===== config.mk =====
export PLATFORM = sky130hd
export DESIGN_NAME = freq_uart_query
export DESIGN_NICKNAME = d
export VERILOG_FILES = /design/src/rtl/freq_uart_query.sv
export SDC_FILE = /design/constraint.sdc
export NUM_CORES = 1
export LEC_CHECK = 0
export ABC_AREA = 1
export BUFFER_PORTS_ARGS = -buffer_cell sky130_fd_sc_hd__buf_2
export CAP_MARGIN = 20
export CELL_PAD_IN_SITES_DETAIL_PLACEMENT = 2
export CELL_PAD_IN_SITES_GLOBAL_PLACEMENT = 2
export CORE_MARGIN = 4
export CORE_UTILIZATION = 38
export CTS_CLUSTER_DIAMETER = 60
export DETAILED_ROUTE_END_ITERATION = 8
export PLACE_DENSITY = 0.89
export SYNTH_ARGS = -nofsm -noshare
export SYNTH_HDL_FRONTEND = slang
export SYNTH_SLANG_ARGS = --single-unit

===== constraint.sdc =====
create_clock -name clk -period 3.4 [get_ports clk]
set_input_delay 0 -clock clk [delete_from_list [all_inputs] [get_ports clk]]
set_output_delay 0 -clock clk [all_outputs]
set_load 0.05 [all_outputs]

===== src/rtl/freq_uart_query.sv =====
// Host-side UART query initiator: sends a 32-bit trigger word, then collects the
// 4-byte {high_cnt, low_cnt} reply with timeout and framing checks.
module freq_uart_query #(
  parameter int          CLK_FREQ       = 50_000_000,
  parameter int          BAUD           = 115200,
  parameter logic [31:0] TRIGGER_VALUE  = 32'hFFFFA5A5,
  parameter int          MSB_FIRST      = 1,
  parameter int          TIMEOUT_CYCLES = 1_000_000
) (
  input  logic        clk,
  input  logic        rst,
  input  logic        query_req,
  input  logic        uart_rx,
  output logic        uart_tx,
  output logic        busy,
  output logic [15:0] high_cnt,
  output logic [15:0] low_cnt,
  output logic        resp_valid,
  output logic        timeout,
  output logic        frame_err
);

  localparam int          CLKS_PER_BIT = CLK_FREQ / BAUD;
  localparam logic [31:0] BIT_LAST     = 32'(CLKS_PER_BIT - 1);
  localparam logic [31:0] HALF_LAST    = 32'(CLKS_PER_BIT / 2 - 1);
  localparam logic [31:0] TMO_LAST     = 32'(TIMEOUT_CYCLES - 1);
  localparam bit          MSBF         = (MSB_FIRST != 0);

  typedef enum logic [1:0] {IDLE, TX, RX} state_t;

  state_t      state;
  logic        rx_meta;
  logic        rx_sync;
  logic [9:0]  tx_shift;
  logic [31:0] bit_cnt;
  logic [3:0]  bit_idx;
  logic [1:0]  byte_idx;
  logic        rx_active;
  logic [7:0]  rx_shift;
  logic [31:0] reply_shadow;
  logic [31:0] reply_next;
  logic [31:0] tmo_cnt;

  // Wire position k maps to byte slot (3-k) of a 32-bit word when MSB goes first.
  function automatic logic [1:0] wire_slot(input logic [1:0] idx);
    return MSBF ? ~idx : idx;
  endfunction

  function automatic logic [9:0] tx_frame(input logic [1:0] idx);
    logic [1:0] s;
    s = wire_slot(idx);
    return {1'b1, TRIGGER_VALUE[{s, 3'b000} +: 8], 1'b0};
  endfunction

  always_ff @(posedge clk) begin
    if (rst) begin
      rx_meta <= 1'b1;
      rx_sync <= 1'b1;
    end else begin
      rx_meta <= uart_rx;
      rx_sync <= rx_meta;
    end
  end

  always_comb begin
    reply_next = reply_shadow;
    reply_next[{wire_slot(byte_idx), 3'b000} +: 8] = rx_shift;
  end

  always_ff @(posedge clk) begin
    if (rst) begin
      state        <= IDLE;
      uart_tx      <= 1'b1;
      busy         <= 1'b0;
      high_cnt     <= '0;
      low_cnt      <= '0;
      resp_valid   <= 1'b0;
      timeout      <= 1'b0;
      frame_err    <= 1'b0;
      tx_shift     <= '1;
      bit_cnt      <= '0;
      bit_idx      <= '0;
      byte_idx     <= '0;
      rx_active    <= 1'b0;
      rx_shift     <= '0;
      reply_shadow <= '0;
      tmo_cnt      <= '0;
    end else begin
      resp_valid <= 1'b0;
      timeout    <= 1'b0;
      frame_err  <= 1'b0;
      case (state)
        IDLE: begin
          if (query_req) begin
            state    <= TX;
            busy     <= 1'b1;
            tx_shift <= tx_frame(2'd0);
            uart_tx  <= 1'b0;
            bit_cnt  <= '0;
            bit_idx  <= '0;
            byte_idx <= '0;
          end
        end

        // tx_shift[0] is the bit currently on the line; stop bits refill with 1s.
        TX: begin
          if (bit_cnt == BIT_LAST) begin
            bit_cnt <= '0;
            if (bit_idx == 4'd9) begin
              if (byte_idx == 2'd3) begin
                state     <= RX;
                byte_idx  <= '0;
                rx_active <= 1'b0;
                tmo_cnt   <= '0;
                uart_tx   <= 1'b1;
              end else begin
                byte_idx <= byte_idx + 2'd1;
                tx_shift <= tx_frame(byte_idx + 2'd1);
                uart_tx  <= 1'b0;
                bit_idx  <= '0;
              end
            end else begin
              bit_idx  <= bit_idx + 4'd1;
              tx_shift <= {1'b1, tx_shift[9:1]};
              uart_tx  <= tx_shift[1];
            end
          end else begin
            bit_cnt <= bit_cnt + 32'd1;
          end
        end

        RX: begin
          if (!rx_active) begin
            if (!rx_sync) begin
              rx_active <= 1'b1;
              bit_cnt   <= '0;
              bit_idx   <= '0;
            end else if (tmo_cnt == TMO_LAST) begin
              timeout <= 1'b1;
              busy    <= 1'b0;
              state   <= IDLE;
            end else begin
              tmo_cnt <= tmo_cnt + 32'd1;
            end
          end else if (bit_idx == 4'd0) begin
            // Half-bit recheck rejects short low glitches as false starts.
            if (bit_cnt == HALF_LAST) begin
              bit_cnt <= '0;
              if (rx_sync) rx_active <= 1'b0;
              else         bit_idx   <= 4'd1;
            end else begin
              bit_cnt <= bit_cnt + 32'd1;
            end
          end else if (bit_cnt != BIT_LAST) begin
            bit_cnt <= bit_cnt + 32'd1;
          end else begin
            bit_cnt <= '0;
            if (bit_idx != 4'd9) begin
              rx_shift <= {rx_sync, rx_shift[7:1]};
              bit_idx  <= bit_idx + 4'd1;
            end else if (!rx_sync) begin
              frame_err <= 1'b1;
              busy      <= 1'b0;
              rx_active <= 1'b0;
              state     <= IDLE;
            end else begin
              rx_active    <= 1'b0;
              tmo_cnt      <= '0;
              reply_shadow <= reply_next;
              byte_idx     <= byte_idx + 2'd1;
              if (byte_idx == 2'd3) begin
                {high_cnt, low_cnt} <= reply_next;
                resp_valid          <= 1'b1;
                busy                <= 1'b0;
                state               <= IDLE;
              end
            end
          end
        end

        default: state <= IDLE;
      endcase
    end
  end

endmodule


# Word level (Yosys, flattened, before mapping)
# Cells that the tools add are included.
[totals]
word_cells = 172
reg_bits = 162
inputBits = 4
output_inout_bits = 37
[classes]
bitwise = 8
reduce_logical = 21
eq_ne = 32
shift = 3
addsub = 5
n_mux = 85
[ops]
columns = ["cell", "count"]
rows = [
  ["32-bit 2-to-1 mux", 17],
  ["32-bit one-hot mux with 3 select lines", 1],
  ["32-bit by 1-bit adder with 32-bit output, second input constant", 2],
  ["32-bit one-hot mux with 2 select lines", 1],
  ["4-bit 2-to-1 mux", 11],
  ["2-bit 2-to-1 mux", 21],
  ["10-bit 2-to-1 mux", 4],
  ["32-bit bitwise mux", 1],
  ["32-bit by 20-bit equality test with 1-bit output, second input constant", 1],
  ["32-bit by 8-bit equality test with 1-bit output, second input constant", 1],
  ["32-bit by 9-bit equality test with 1-bit output, second input constant", 1],
  ["32-bit by 9-bit != test with 1-bit output, second input constant", 1],
  ["8-bit by 7-bit variable shift with 32-bit output, first input constant", 1],
  ["32-bit by 6-bit variable part select with 8-bit output, first input constant", 1],
  ["8-bit by 7-bit variable part select with 32-bit output", 1],
  ["3-bit != test, second input constant", 8],
  ["4-bit != test, second input constant", 6],
  ["1-bit 2-to-1 mux", 22],
  ["10-bit one-hot mux with 2 select lines", 1],
  ["10-bit AND reduction", 2],
  ["2-bit != test, second input constant", 9],
  ["9-bit AND reduction", 2],
  ["2-bit one-hot mux with 3 select lines", 2],
  ["4-bit one-hot mux with 3 select lines", 1],
  ["other kinds (23)", 36],
]

# Longest topological paths before layout
# Gate-level depths: netlist of the first run.
[depth]
ltp_word = 8
mapped_depth = 14

# Worst setup path before layout of the first run
# OpenSTA, ideal clock, no wires.
[synth_path]
path_type = "register to register"
start = "reg state[0]"
end = "reg tmo_cnt[12]"
required_ns = 3.268
period_less_slack_ns = 1.912
slack_ns = 1.488
arrival_time_ns = 1.780
setup_ns = 0.132
stages_incl_launch_ff = 15
n_path_buf = 2
cell_sequence = "dfxtp_1 > inv_1 > ha_1 > buf_2 > nand2_1 > inv_2 > nand2_4 > nand3_1 > nor2_1 > nand2_2 > nor2_8 > nand2_4 > buf_6 > nand2_1 > a21oi_1"
[synth_between]
elab_chain_len = 3
elab_cells_between_ends = 14
classes_between = "11 x eq/ne; 1 x mux; 2 x reduce/logical"
[synth_lines]
columns = ["item", "line_no", "source"]
rows = [
  ["start, declared", "31", "state_t state;"],
  ["start signal, assigned", "72", "state <= IDLE;"],
  ["start signal, assigned", "95", "state <= TX;"],
  ["start signal, assigned", "111", "state <= RX;"],
  ["2-bit equality test or 2-bit by 1-bit equality test with 1-bit output (tied branches)", "92", "case (state)"],
  ["5-bit != test (no line) (tied with other cells)", "-", ""],
  ["10-bit AND reduction (no line)", "-", ""],
  ["end signal, assigned", "143", "tmo_cnt <= tmo_cnt + 32'd1;"],
  ["end, declared", "42", "logic [31:0] tmo_cnt;"],
]
# Several ways; a longest one is shown, not always the timed one.
# A chain may end at the register's enable or synchronous reset.

# Worst setup path after layout of the first run
[layout_path]
start = "reg byte_idx[0]"
end = "reg tmo_cnt[3]"
[layout_between]
elab_chain_len = 3
[layout_lines]
columns = ["item", "line_no", "source"]
rows = [
  ["start, declared", "37", "logic [1:0] byte_idx;"],
  ["start signal, assigned", "117", "byte_idx <= byte_idx + 2'd1;"],
  ["start signal, assigned", "170", "byte_idx <= byte_idx + 2'd1;"],
  ["2-bit equality test", "110", "if (byte_idx == 2'd3) begin"],
  ["2-bit != test (no line)", "-", ""],
  ["10-bit AND reduction (no line)", "-", ""],
]
# No other way between the ends.

==> results by group, run 1 <==
Logic synthesis
  • Yosys warns: 0
  • Post-synth EDFFs: 0
  • Count of state elements after synthesis: between 150 and 200
  • Synth Flop Type: dfxtp_1
  • Seq/Total Area, Yosys: 0.344
  • Distinct cells, synth: 47
  • Mapped Cells: 1402
  • Mean post-synth cell area: 6.60 um2
  • Ys async rst share: 0
  • Mapped Nets: 1422
  • Mapped Area: 0.00926 mm2

Floorplanning
  • Die Footprint: 0.0269 mm2
  • # rows: 56
  • Core area: 0.0238 mm2
  • Die H: ~160 um
  • Starting Density: 0.390
  • Die Wd: between 150 and 200 um
  • IO Pins: 41

Global route
  • Gr busiest metal: met2
  • Pin count of the biggest net entering global routing: 87
  • All-Layer GR Usage: 0.323
  • M1 GR Usage: 0.387
  • M3 GR Usage: 0.0560
  • GRT overflow: 0
  • Grt met2 use: 0.560
  • First-pass GRT wire length: 67200 um
  • Vias in the first global route: ~11000
  • Initial antenna violation count: 0

Placed design
  • Placement Cell Area: roughly 0.0096 mm2
  • HPWL after DPL: 24800 um
  • Placed Cells: 1710
  • Setup slack at placement: 0.528 ns
  • IO buf count: 40
  • Gpl congestion: just under 0.9

STA
  • RSZ-0062 raised after global routing: no
  • Setup-failing EPs final: 0
  • Max-slew violations: 0
  • Max Clock Skew: 0.0182 ns
  • Worst slew margin: 0.292
  • Worst Max-Slew Pin Slew: 1.06 ns
  • Final hold vios: 0
  • Achievable Freq: slightly above 300 MHz
  • Period utilization: 0.966
  • Final WS setup: 0.116 ns
  • Crit path time final: 3.28 ns
  • Final TNS setup: 0 ns

Critical path
  • Cell mode on critical path: nand3_1
  • Slowest cell on the critical path: dfxtp_1
  • CP bufs+invs: 2
  • Startpoint Class: flop
  • Crit Reg-Reg Endpoint: tmo_cnt[3]
  • Crit path cell chain: ha_1 > inv_1 > o21ai_1 > nand3_1 > nor2_1 > nand2_2 > nor2_8 > buf_4 > nand3_1 > a21oi_1
  • Arrival time worst endpoint: 3.65 ns
  • Crit end category: flop
  • Reg2Reg Setup Slack: roughly 0.12 ns
  • Critical R2R Launch: byte_idx[0]
  • CP Class: flop to flop
  • WP data required: 3.76 ns
  • Largest stage delay, worst path: 0.69 ns
  • CP max FO: 19
  • CP delay by family, top: simple AND/OR/NAND/NOR gates
  • Worst Reg-to-Reg Cells: 10

Power
  • Tot Pwr: 5.62 mW
  • Leakage: 3.65 nW
  • Maximum VDD drop: ~0.00036 V
  • Power Density: ~550 mW/mm2

Min path
  • Hold Path Class: input pin to flop
  • Hold path start: rst
  • Hold depth: 4
  • Hold Path Sink: tx_shift[6]

Clock network
  • Htree depth: 4
  • Clock Path Buffers: 2
  • Clk pin slew, worst setup/hold paths: approximately 0.08 ns
  • Worst-Skew Late Latency: 0.47 ns
  • # Post-CTS Setup Buffers: 0
  • Sink Count: 159
  • Root Buffer: clkbuf_16
  • TritonCTS Buffers: 17
  • CTS tree: done

Final layout
  • Fill count: 2843
  • Ant diodes: 0
  • Design Area, Final: just over 0.01 mm2
  • Layout cells sized above 1: 0.107
  • Non-Filler Instances: 1744
  • Final net count: 1432
  • Layout area overhead: 10.3%

Detailed routing
  • Via count: 10402
  • 1st-iter DRT viols: approximately 800
  • Routed WL: roughly 43000 um
  • Routed Antenna Nets: 0
  • Avg WL per Cell: 24.5 um
  • Number of remaining DRC errors: 0
  • Via-to-Cell Ratio: 5.96
  • First-pass DRT Iterations: 5

Status
  • Outcome: completed

Run
  • Max cap viols: 0
## through the flow
stage / utilization / hold WS [ns]
6_report: 0.430 / 0.213
5_1_grt: 0.430 / 0.226
4_1_cts: 0.429 / 0.175
3_5_place_dp: 0.404 / 0.201
3_3_place_gp: 0.404 / 0.190
2_1_floorplan: - / 0.104
## logic make-up after synthesis
| family | share of synthesized area |
|---|---|
| and+or+nand+nor | 0.395 |
| buffers and inverters | 0.0837 |
| DFF | 0.344 |
| AOI/OAI and AO/OA | 0.142 |
| adders and majority gates | 0.0216 |
| xor gates and xnor gates | 0.0142 |
## what timing repair did
action,in CTS,in global routing
hold buffers,1,0
endpoints found under the setup margin,0,4
resized for setup,0,3
endpoints found under the hold margin,1,0
## registers in the layout, summed over array words and instances (netlist names), 2 cells and up
register      cells
reply_shadow     32
byte_idx          2
state             2
tmo_cnt          32
high_cnt         16
rx_shift          8
tx_shift          7
low_cnt          16
bit_cnt          32
bit_idx           4
## worst reg2reg max path: stages, from the launching register on
cell,delay (ns)
dfxtp_1,0.69
ha_1,0.40
inv_1,0.37
o21ai_1,0.32
nand3_1,0.14
nor2_1,0.16
nand2_2,0.11
nor2_8,0.28
buf_4,0.31
nand3_1,0.15
a21oi_1,0.25
## synth_stat cells, types with 14 or more instances
cell / instances / area [um2]
a21oi_1: 112 / 561
nor2_1: 214 / 803
o21ai_1: 21 / 105
ha_1: 16 / 200
clkbuf_1: 24 / 90.1
a21oi_2: 20 / 175
o21ai_0: 42 / 210
nand2_1: 330 / 1240
nand3b_1: 35 / 263
dfxtp_1: 159 / 3180
nand3_1: 127 / 636
inv_1: 98 / 368
nor3_1: 32 / 160
nand4_1: 27 / 169
a22oi_1: 14 / 105
buf_2: 15 / 75.1
## worst max-delay path by stage
| stage | startpoint | endpoint | depth (start not counted) |
|---|---|---|---|
| finish | byte_idx[0] | tmo_cnt[3] | 10 |
| detailed placement | state[0] | tmo_cnt[3] | 11 |
| global route | state[0] | tmo_cnt[3] | 13 |
| global placement | state[0] | tmo_cnt[19] | 11 |
| CTS | byte_idx[0] | tmo_cnt[3] | 10 |
| floorplan | state[0] | tmo_cnt[12] | 14 |
## report_power, final
group | internal [mW] | leakage, nW | switching, mW
Clock | 0.991 | 0.290 | 1.07
Sequential | 1.93 | 1.28 | 0.101
Combinational | 0.343 | 2.08 | 1.18
Total | 3.27 | 3.65 | 2.36
## final cells by class
cell class                      count  area [um2]  share of cell area
Sequential cell                   159        3180               0.312
Timing Repair Buffer               52         312              0.0305
Clock inverter                     15         161              0.0158
Tap cell                          319         399              0.0391
Clock buffer                       17         425              0.0416
Inverter                          108         413              0.0404
Multi-Input combinational cell   1074        5320               0.521
## routing by layer
| metal | vias up | part of all wire |
|---|---|---|
| met3 | 146 | 0.041 |
| met5 | - | 0 |
| li1 | 4641 | - |
| met2 | 328 | 0.50 |
| met4 | 0 | 0.045 |
| met1 | 5287 | 0.41 |
## cell usage in the layout (no fill, tap or decap), drive strengths merged
cell type	netlist	routed
nor2	226	226
o21a	2	2
and2	1	1
or2	10	10
nor3b	1	1
nand3b	35	35
xnor2	2	2
o21ai	63	63
a21o	2	2
nor4	6	6
o31ai	1	1
inv	105	115
a31o	1	1
a32oi	2	2
o211ai	3	3
nand3	129	129
ha	16	16
a31oi	2	2
buf	37	51
a22oi	14	14
o2111a	1	1
clkbuf	24	17
a211oi	1	1
dlygate4sd3	0	1
clkinv	3	8
o21bai	5	5
a21oi	132	132
xor2	13	13
nand2	343	343
nor3	36	36
dfxtp	159	159
nand4	27	27
Power figures use the tool's default switching activity.
==> run 2, diff against run 1 <==
CELL_PAD_IN_SITES_DETAIL_PLACEMENT = 1   (was 2)
CELL_PAD_IN_SITES_GLOBAL_PLACEMENT = 1   (was 2)
CORE_MARGIN = default   (was 4)
CORE_UTILIZATION = 40   (was 38)
PLACE_DENSITY = 0.76   (was 0.89)
==> run 2 against run 1 <==
  * Sequential share of layout area about the same
  * Critical path depth up 2
  * Sequential power is essentially flat
  * Global-route usage shrank 6.5 points
  * First-iteration DRC count shrank 31%
  * Clock power is 6% lower
  * Worst hold slack worse by 0.20 ns
  * Highest routed layer unchanged
  * Clock-buffer cell count did not move
  * Maximum frequency is 31% higher
  * Largest cell class unchanged
  * Cell count is 1.7% lower
  * Largest power group is now sequential cells
  * Via count down 9.1%
==> results by group, run 2 (synthesis gave the netlist of run 1 again) <==
Detailed routing
  • First-pass DRT Iterations: 7 (+2)
  • Via-to-Cell Ratio: 5.51 (-7.6%)
  • Avg WL per Cell: 17.2 um (-30%)
  • Via count: 9454 (-9.1%)
  • 1st-iter DRT viols: 550 (-31%)
  • Number of remaining DRC errors: 0 (unchanged)
  • Routed Antenna Nets: 0 (unchanged)
  • Routed WL: 29500 um (-31%)

Critical path
  • Worst Reg-to-Reg Cells: 12 (+2)
  • CP Class: flop to flop
  • Launch point of the worst path: state[0]
  • Crit Reg-Reg Endpoint: tmo_cnt[2]
  • Critical R2R Launch: state[0]
  • Reg2Reg Setup Slack: 0.90 ns (+0.79 ns)
  • CP delay by family, top: simple AND/OR/NAND/NOR gates
  • Crit end category: flop
  • Slowest cell on the critical path: dfxtp_1
  • Startpoint Class: flop
  • CP max FO: 32 (+13)
  • CP endpoint: tmo_cnt[2]
  • WP depth: 12 (+2)
  • CP bufs+invs: 2 (unchanged)
  • Largest stage delay, worst path: 0.38 ns (-0.31 ns)
  • Crit path cell chain: inv_1 > ha_1 > nand2_1 > inv_2 > nand2_4 > nand3_1 > nor2_1 > nand2_2 > nor2_8 > nand2_4 > nand2_1 > a21oi_1
  • Arrival time worst endpoint: 2.78 ns (-0.87 ns)
  • WP data required: 3.69 ns (-0.07 ns)

Global route
  • GRT overflow: 0 (unchanged)
  • All-Layer GR Usage: 0.258 (-0.0650)
  • Vias in the first global route: 9619 (-16%)
  • Initial antenna violation count: 0 (unchanged)
  • First-pass GRT wire length: 49300 um (-27%)
  • Pin count of the biggest net entering global routing: 66 (-24%)

Status
  • Outcome: completed

STA
  • WHS: 0.0154 ns (-0.197 ns)
  • Worst Max-Slew Pin Slew: 1.02 ns (-0.0393 ns)
  • Setup-failing EPs final: 0 (unchanged)
  • Worst slew margin: 0.317 (+0.0254)
  • Final TNS setup: 0 ns (unchanged)
  • Max-slew violations: 0 (unchanged)
  • Final hold vios: 0 (unchanged)
  • Achievable Freq: 400 MHz (+31%)
  • Max Clock Skew: 0.0149 ns (-0.00325 ns)
  • Crit path time final: 2.50 ns (-0.786 ns)
  • Period utilization: 0.735 (-0.231)
  • RSZ-0062 raised after global routing: no

Final layout
  • Ant diodes: 0 (unchanged)
  • Fin util: 0.450 (+0.0204)
  • Most frequent cells in the layout: 330 x nand2_1, 214 x nor2_1, 159 x dfxtp_1
  • Most common cell after layout, fill and taps aside: nand2_1
  • Fill count: 3027 (+6.5%)
  • Final net count: 1437 (+0.35%)
  • Layout cells sized above 1: 0.110 (+0.00312)
  • Biggest regs: bit_cnt x32, reply_shadow x32, tmo_cnt x32
  • Layout area overhead: 10.2%

Placed design
  • HPWL after DPL: 21000 um (-15%)
  • IO buf count: 40 (unchanged)
  • Gpl congestion: 0.885 (+0.94%)

Clock network
  • Worst-Skew Late Latency: 0.44 ns (-0.03 ns)
  • Sink Count: 159 (unchanged)
  • TritonCTS Buffers: 17 (unchanged)
  • Clock Path Buffers: 2 (unchanged)
  • Htree depth: 4 (unchanged)
  • Root Buffer: clkbuf_16
  • CTS tree: done
  • Clk pin slew, worst setup/hold paths: 0.08 ns (about the same)
  • Resize count post-CTS: 0 (unchanged)

Floorplanning
  • IO Pins: 41 (unchanged)
  • # rows: 55 (-1.8%)
  • Core area: 0.0226 mm2 (-4.7%)
  • Die H: 154 um (-6.1%)
  • Die Wd: 154 um (-6.1%)
  • Starting Density: 0.409 (+0.0191)
  • Die Footprint: 0.0238 mm2 (-12%)

Run
  • Max cap viols: 0 (unchanged)

Power
  • Power Density: 520 mW/mm2 (-5.5%)
  • Leakage: 3.67 nW (+0.57%)
  • Maximum VDD drop: 0.000273 V (-23%)

Min path
  • Hold Path Class: input pin to flop
## run 2: cell count changes in the layout (fill, tap and decap cells not counted)
cell	delta
inv_4	-1
buf_6	-1
clkinv_8	+1
inv_2	+1
nand2_4	+1
clkinv_2	+1
nand2_8	-1
inv_6	-2
buf_4	+6
## run 2: how the worst min path moves through the flow
stage	start	to	slack (ns)	cells after the start
CTS	rst	low_cnt[9]	0.006	2
floorplan	uart_rx	rx_meta	0.10	1
global placement	uart_rx	rx_meta	0.19	2
global route	rst	low_cnt[7]	0.04	2
finish	rst	high_cnt[15]	0.02	2
detailed placement	uart_rx	rx_meta	0.19	2
## run 2: metrics by stage
| step | setup slack [ns] | cell area, um2 | total power, mW | cells |
|---|---|---|---|---|
| 2_1_floorplan | 1.49 | 9260 | 3.08 | 1402 |
| 3_3_place_gp | 1.03 | 9600 | 3.38 | 1682 |
| 3_5_place_dp | 0.931 | 9600 | 3.40 | 1682 |
| 4_1_cts | 0.911 | 10200 | 5.35 | 1715 |
| 5_1_grt | 0.674 | 10200 | 5.58 | 1715 |
| 6_report | 0.903 | 10200 | 5.31 | 1715 |
## run 2: timing repair
item / in CTS / in global routing
hold buffers: 1 / 0
setup endpoints to repair: 0 / 0
endpoints found under the hold margin: 1 / 0
buffers inserted: 0 / 0
## run 2: power by group
part,switching [mW],internal (mW)
Clock,0.949,0.990
Combinational,1.02,0.335
Sequential,0.0833,1.93
## run 2: final cells by class
type	count	area [um2]	share of cell area
Clock buffer	17	425	0.0417
Clock inverter	15	165	0.0162
Inverter	108	410	0.0402
Multi-Input combinational cell	1074	5310	0.521
Sequential cell	159	3180	0.312
Tap cell	285	357	0.0350
Timing Repair Buffer	57	345	0.0339
## run 2: worst reg2reg max path, delay by kind of cell (launching register included)
family                   cells  cell delay [ns]
buffers and inverters        2             0.18
AND/OR/NAND/NOR              8             1.38
adder cells (fa/ha/maj)      1             0.34
AO/OA/AOI/OAI                1             0.08
flip-flops                   1             0.38
## run 2: metal layers
metal	track usage	vias to the layer above	share of wire
met5	0	-	0
li1	-	4652	-
met4	0.0776	0	0.020
met2	0.440	160	0.48
met3	0.0338	41	0.034
met1	0.338	4601	0.47
